==> src/rtl/serial_writeback_if.sv <==
// serial_writeback_if: handshake and result bus between the issue stage, the serial ALU and the register file
interface serial_writeback_if #(parameter int REG_WIDTH = 8);
  logic                 start;
  logic                 wb_en;
  logic                 result_bit;
  logic                 flush;
  logic                 reg_shift_en;
  logic [2:0]           bit_count;
  logic [REG_WIDTH-1:0] regs_parallel_out;
  logic                 reg_store_en;
  logic                 busy;
  logic                 done;
  modport master (
    output start, wb_en, result_bit, flush,
    input  reg_shift_en, bit_count, regs_parallel_out, reg_store_en, busy, done
  );
  modport slave (
    input  start, wb_en, result_bit, flush,
    output reg_shift_en, bit_count, regs_parallel_out, reg_store_en, busy, done
  );
endinterface

==> src/rtl/serial_writeback.sv <==
// serial_writeback: captures one LSB-first serial result word and strobes it into the register file
module serial_writeback #(parameter int REG_WIDTH = 8) (
  input logic               clk,
  input logic               rstn,
  serial_writeback_if.slave bus
);
  typedef enum logic [1:0] {IDLE, SHIFT, STORE, DONE} state_t;
  state_t               state_q, state_d;
  logic [2:0]           cnt_q, cnt_d;
  logic [REG_WIDTH-1:0] acc_q, acc_d;
  logic                 wb_q, wb_d;
  always_ff @(posedge clk) begin
    if (!rstn) begin
      state_q <= IDLE;
      cnt_q   <= '0;
      acc_q   <= '0;
      wb_q    <= 1'b0;
    end else begin
      state_q <= state_d;
      cnt_q   <= cnt_d;
      acc_q   <= acc_d;
      wb_q    <= wb_d;
    end
  end
  always_comb begin
    state_d = state_q;
    cnt_d   = cnt_q;
    acc_d   = acc_q;
    wb_d    = wb_q;
    if (bus.flush) begin
      state_d = IDLE;
      cnt_d   = '0;
    end else begin
      case (state_q)
        IDLE: if (bus.start) begin
          state_d = SHIFT;
          cnt_d   = '0;
          wb_d    = bus.wb_en;
        end
        SHIFT: begin
          acc_d   = {bus.result_bit, acc_q[REG_WIDTH-1:1]};
          state_d = (cnt_q == 3'(REG_WIDTH-1)) ? STORE : SHIFT;
          cnt_d   = (cnt_q == 3'(REG_WIDTH-1)) ? 3'd0 : cnt_q + 3'd1;
        end
        STORE:   state_d = DONE;
        default: state_d = IDLE;
      endcase
    end
  end
  // outputs are state decodes, forced low while reset is held
  assign bus.reg_shift_en      = rstn && (state_q == SHIFT);
  assign bus.reg_store_en      = rstn && (state_q == STORE) && wb_q;
  assign bus.done              = rstn && (state_q == DONE);
  assign bus.busy              = rstn && (state_q != IDLE);
  assign bus.bit_count         = rstn ? cnt_q : 3'd0;
  assign bus.regs_parallel_out = rstn ? acc_q : '0;
endmodule

==> src/flat_wrapper.sv <==
// flat-port wrapper written by rule: the top's interface ports become plain ports
module serial_writeback_flat 
#(parameter int REG_WIDTH = 8)
  (clk, rstn, bus_start, bus_wb_en, bus_result_bit, bus_flush, bus_reg_shift_en, bus_bit_count, bus_regs_parallel_out, bus_reg_store_en, bus_busy, bus_done);
  serial_writeback_if #(.REG_WIDTH(REG_WIDTH)) bus_i ();
  input logic clk;
  input logic rstn;
  input wire logic [$bits(bus_i.start)-1:0] bus_start;
  input wire logic [$bits(bus_i.wb_en)-1:0] bus_wb_en;
  input wire logic [$bits(bus_i.result_bit)-1:0] bus_result_bit;
  input wire logic [$bits(bus_i.flush)-1:0] bus_flush;
  output wire logic [$bits(bus_i.reg_shift_en)-1:0] bus_reg_shift_en;
  output wire logic [$bits(bus_i.bit_count)-1:0] bus_bit_count;
  output wire logic [$bits(bus_i.regs_parallel_out)-1:0] bus_regs_parallel_out;
  output wire logic [$bits(bus_i.reg_store_en)-1:0] bus_reg_store_en;
  output wire logic [$bits(bus_i.busy)-1:0] bus_busy;
  output wire logic [$bits(bus_i.done)-1:0] bus_done;
  assign bus_i.start = bus_start;
  assign bus_i.wb_en = bus_wb_en;
  assign bus_i.result_bit = bus_result_bit;
  assign bus_i.flush = bus_flush;
  assign bus_reg_shift_en = bus_i.reg_shift_en;
  assign bus_bit_count = bus_i.bit_count;
  assign bus_regs_parallel_out = bus_i.regs_parallel_out;
  assign bus_reg_store_en = bus_i.reg_store_en;
  assign bus_busy = bus_i.busy;
  assign bus_done = bus_i.done;
  serial_writeback #(.REG_WIDTH(REG_WIDTH)) u_core (.clk(clk), .rstn(rstn), .bus(bus_i));
endmodule
==> config.mk <==
export PLATFORM = sky130hd
export DESIGN_NAME = serial_writeback_flat
export DESIGN_NICKNAME = d
export VERILOG_FILES = /design/src/rtl/serial_writeback_if.sv /design/src/rtl/serial_writeback.sv /design/src/flat_wrapper.sv
export SDC_FILE = /design/constraint.sdc
export NUM_CORES = 1
export LEC_CHECK = 0
export BUFFER_PORTS_ARGS = -buffer_cell sky130_fd_sc_hd__buf_2
export CAP_MARGIN = 25
export CORE_UTILIZATION = 29
export DETAILED_ROUTE_END_ITERATION = 10
export HOLD_SLACK_MARGIN = 0.02
export SLEW_MARGIN = 20
export SYNTH_ARGS = -nofsm -noshare
export SYNTH_HDL_FRONTEND = slang
export SYNTH_SLANG_ARGS = --single-unit
==> constraint.sdc <==
create_clock -name clk -period 1.7 [get_ports clk]
set_input_delay 0.425 -clock clk [delete_from_list [all_inputs] [get_ports clk]]
set_output_delay 0.425 -clock clk [all_outputs]
set_load 0.03 [all_outputs]
==> results.md <==
- Post-CTS Hold Fix Bufs: 0
- Hold Vio Cnt, Final: 0
- Syn-to-layout area delta: 19.4%
- Fin crit share: 92.4%
- # clock sinks: 14
- Net switching power: 0.000130 W
- Diode count: 0
- Synth cell types: 26
- Register area: 283 um^2
- Total wire length: 1230 um
- Hold_ws: 0.388 ns
- I/O Buffers: 20
- Crit Path Class: in -> out
- H-Tree Depth: 1
- CTS buffer count: 3
- Wire length per cell: 9.96 um
- CP Capture Type: primary output
- Synth Instances: 76
- Layout cells sized above 1: 29.5%
- Final non-filler cell total: 123
- Sequential area share after synthesis: 40.1%
- Overflow after GRT: 0
- P_leak: 0.435 nW
- Initial Utilization: 31.3%
- Detailed Routing Iterations Pass 1: 3
- Hold Path Class: in -> reg
- Comb power frac: 8.0%
- Clock-pin transition on the worst setup and hold timing paths: 0.08 ns
- Pre-CTS WS: 0.114 ns
- Critical Path AT: 1.15 ns
- Power Total: 0.000564 W
- Io pins: 21
- Clock power share: 32.4%
- Syn_area_per_cell: 9.19 um^2
- Max Clock Skew: 0.00796 ns
- RSZ-0062 raised after global routing: no
- Placed insts: 120
- Startpoint Class: input port
- Max_cap viols: 0
- Initial antenna violation count: 0
- ANT nets after route: 0
- Max Clock Freq: 637 MHz
- Internal power: 0.000434 W
- Outcome: completed
- Pwr Density: 676 nW/um^2
- Routability cong.: 0.769
- Clk buf depth: 2
- Area of the multi-input gates: 340 um^2
- Synthesized flop and latch total: 14
- DP HPWL: 890 um
- Vias per Instance: 4.54
- Worst Tran Pin Value: 0.327 ns
- Residual DRC count: 0
- Setup-failing EPs final: 0
- Sequential power share: 59.7%
- Final nets: 105
- Cell Area, Synth: 698 um^2
- Mapped Nets: 84
- Most common cell after layout, fill and taps aside: buf_2
- Slew Limit Fails: 0
- First-pass GRT wire length: 2150 um
- Yosys warnings: 0
- CTS tree: yes
- Min cycle time layout: 1.57 ns
- Root Buffer: clkbuf_4
- Pin count of the biggest net entering global routing: 22
- Die Area: 2610 um^2
- Reg-to-reg setup timing slack: 0.25 ns
- Switching Fraction: 23.0%
- Crit Path Max Fanout: 21
- GR Util All Layers: 11.2%
- Vias: 559
- Commonest non-fill, non-tap cells in the layout: buf_2, inv_1, dfxtp_1
- Final TNS setup: 0 ns
- Crit path required time: 1.27 ns
- Number of DRC markers in iteration 0: 2
- Setup WS post-layout: 0.129 ns
- Num rows: 17
- Die W: 51.1 um
- IR drop worst, VDD: 0.429 mV
- Clock Latency Late Sink: 0.28 ns
- Slew HR: 78.2%
- Core area: 2230 um^2
- Total of fill cells in the finished design: 248
- Vias in the first global route: 516
- Die height: 51.1 um
repair_timing:
item	in CTS	in global routing
gates resized for setup	0	2
endpoints found under the setup margin	0	3
setup buffers	0	0
cells by family (layout without fill, tap and decap cells):
logic type | after synthesis | in the layout | synth area share (%)
adder cells (fa/ha/maj) | 2 | 2 | 3.58
flip-flops | 14 | 14 | 40.1
AO/OA/AOI/OAI | 8 | 8 | 8.42
multiplexers | 9 | 9 | 12.9
AND/OR/NAND/NOR | 26 | 26 | 23.8
buffers and inverters | 17 | 36 | 11.1
critical path, stage by stage:
cell and delay [ns]:
buf_2 0.29, and4b_1 0.24, buf_2 0.19
flip-flops by register name (all words and copies together), names as in the netlist:
| signal | flops |
|---|---|
| u_core.cnt_q | 3 |
| u_core.acc_q | 8 |
| u_core.wb_q | 1 |
| u_core.state_q | 2 |
path summary, 6_finish.rpt:
check	end	cells after the start	startpoint
worst min-delay path	u_core.wb_q	3	bus_wb_en
worst max-delay path	bus_reg_store_en	3	rstn
worst max register to register	u_core.cnt_q[0]	4	u_core.cnt_q[0]
worst min register to register	u_core.wb_q	2	u_core.wb_q
power groups by stage:
stage	sequential [W]	clock, W	combinational [W]
global route	0.000337	0.000210	0.0000497
global placement	0.000343	0	0.0000449
detailed placement	0.000344	0	0.0000457
CTS	0.000336	0.000190	0.0000458
finish	0.000336	0.000182	0.0000450
floorplan	0.000341	0	0.0000368
per-stage QoR:
stage	util, %	area [um^2]
global route	37.3	833
finish	37.3	833
CTS	37.2	831
detailed placement	36.2	808
floorplan	-	698
global placement	36.2	808
cell type report:
cell class | instances | share of cell area [%]
Sequential cell | 14 | 33.9
Tap cell | 28 | 4.20
Inverter | 12 | 5.41
Clock buffer | 3 | 2.70
Timing Repair Buffer | 21 | 12.9
Multi-Input combinational cell | 45 | 40.8
routing by layer:
layer | track usage [%] | vias to the layer above | wire [um]
met5 | 0 | - | 0
met4 | 6.94 | 0 | 23
met1 | 13.4 | 249 | 576
li1 | - | 292 | -
met2 | 16.7 | 14 | 538
met3 | 4.17 | 4 | 86
synth_stat cells:
cell / number / area (um^2)
nand2_1: 11 / 41.3
o21a_1: 1 / 7.51
or2b_1: 1 / 7.51
ha_1: 2 / 25.0
buf_4: 2 / 15.0
dfxtp_1: 14 / 280
o22ai_1: 1 / 6.26
or4b_1: 1 / 10.0
nand2b_1: 1 / 6.26
a21oi_1: 2 / 10.0
o21bai_1: 1 / 7.51
nand3b_1: 2 / 15.0
nor4b_2: 1 / 15.0
o32ai_1: 2 / 17.5
clkbuf_4: 1 / 7.51
and4b_1: 1 / 10.0
o21ba_2: 1 / 10.0
inv_1: 12 / 45.0
mux2i_1: 9 / 90.1
and3b_1: 1 / 8.76
buf_2: 2 / 10.0
and3_1: 1 / 6.26
and2_1: 3 / 18.8
nor3b_1: 1 / 7.51
or4bb_1: 1 / 11.3
or3b_1: 1 / 8.76
Power figures use the tool's default switching activity.
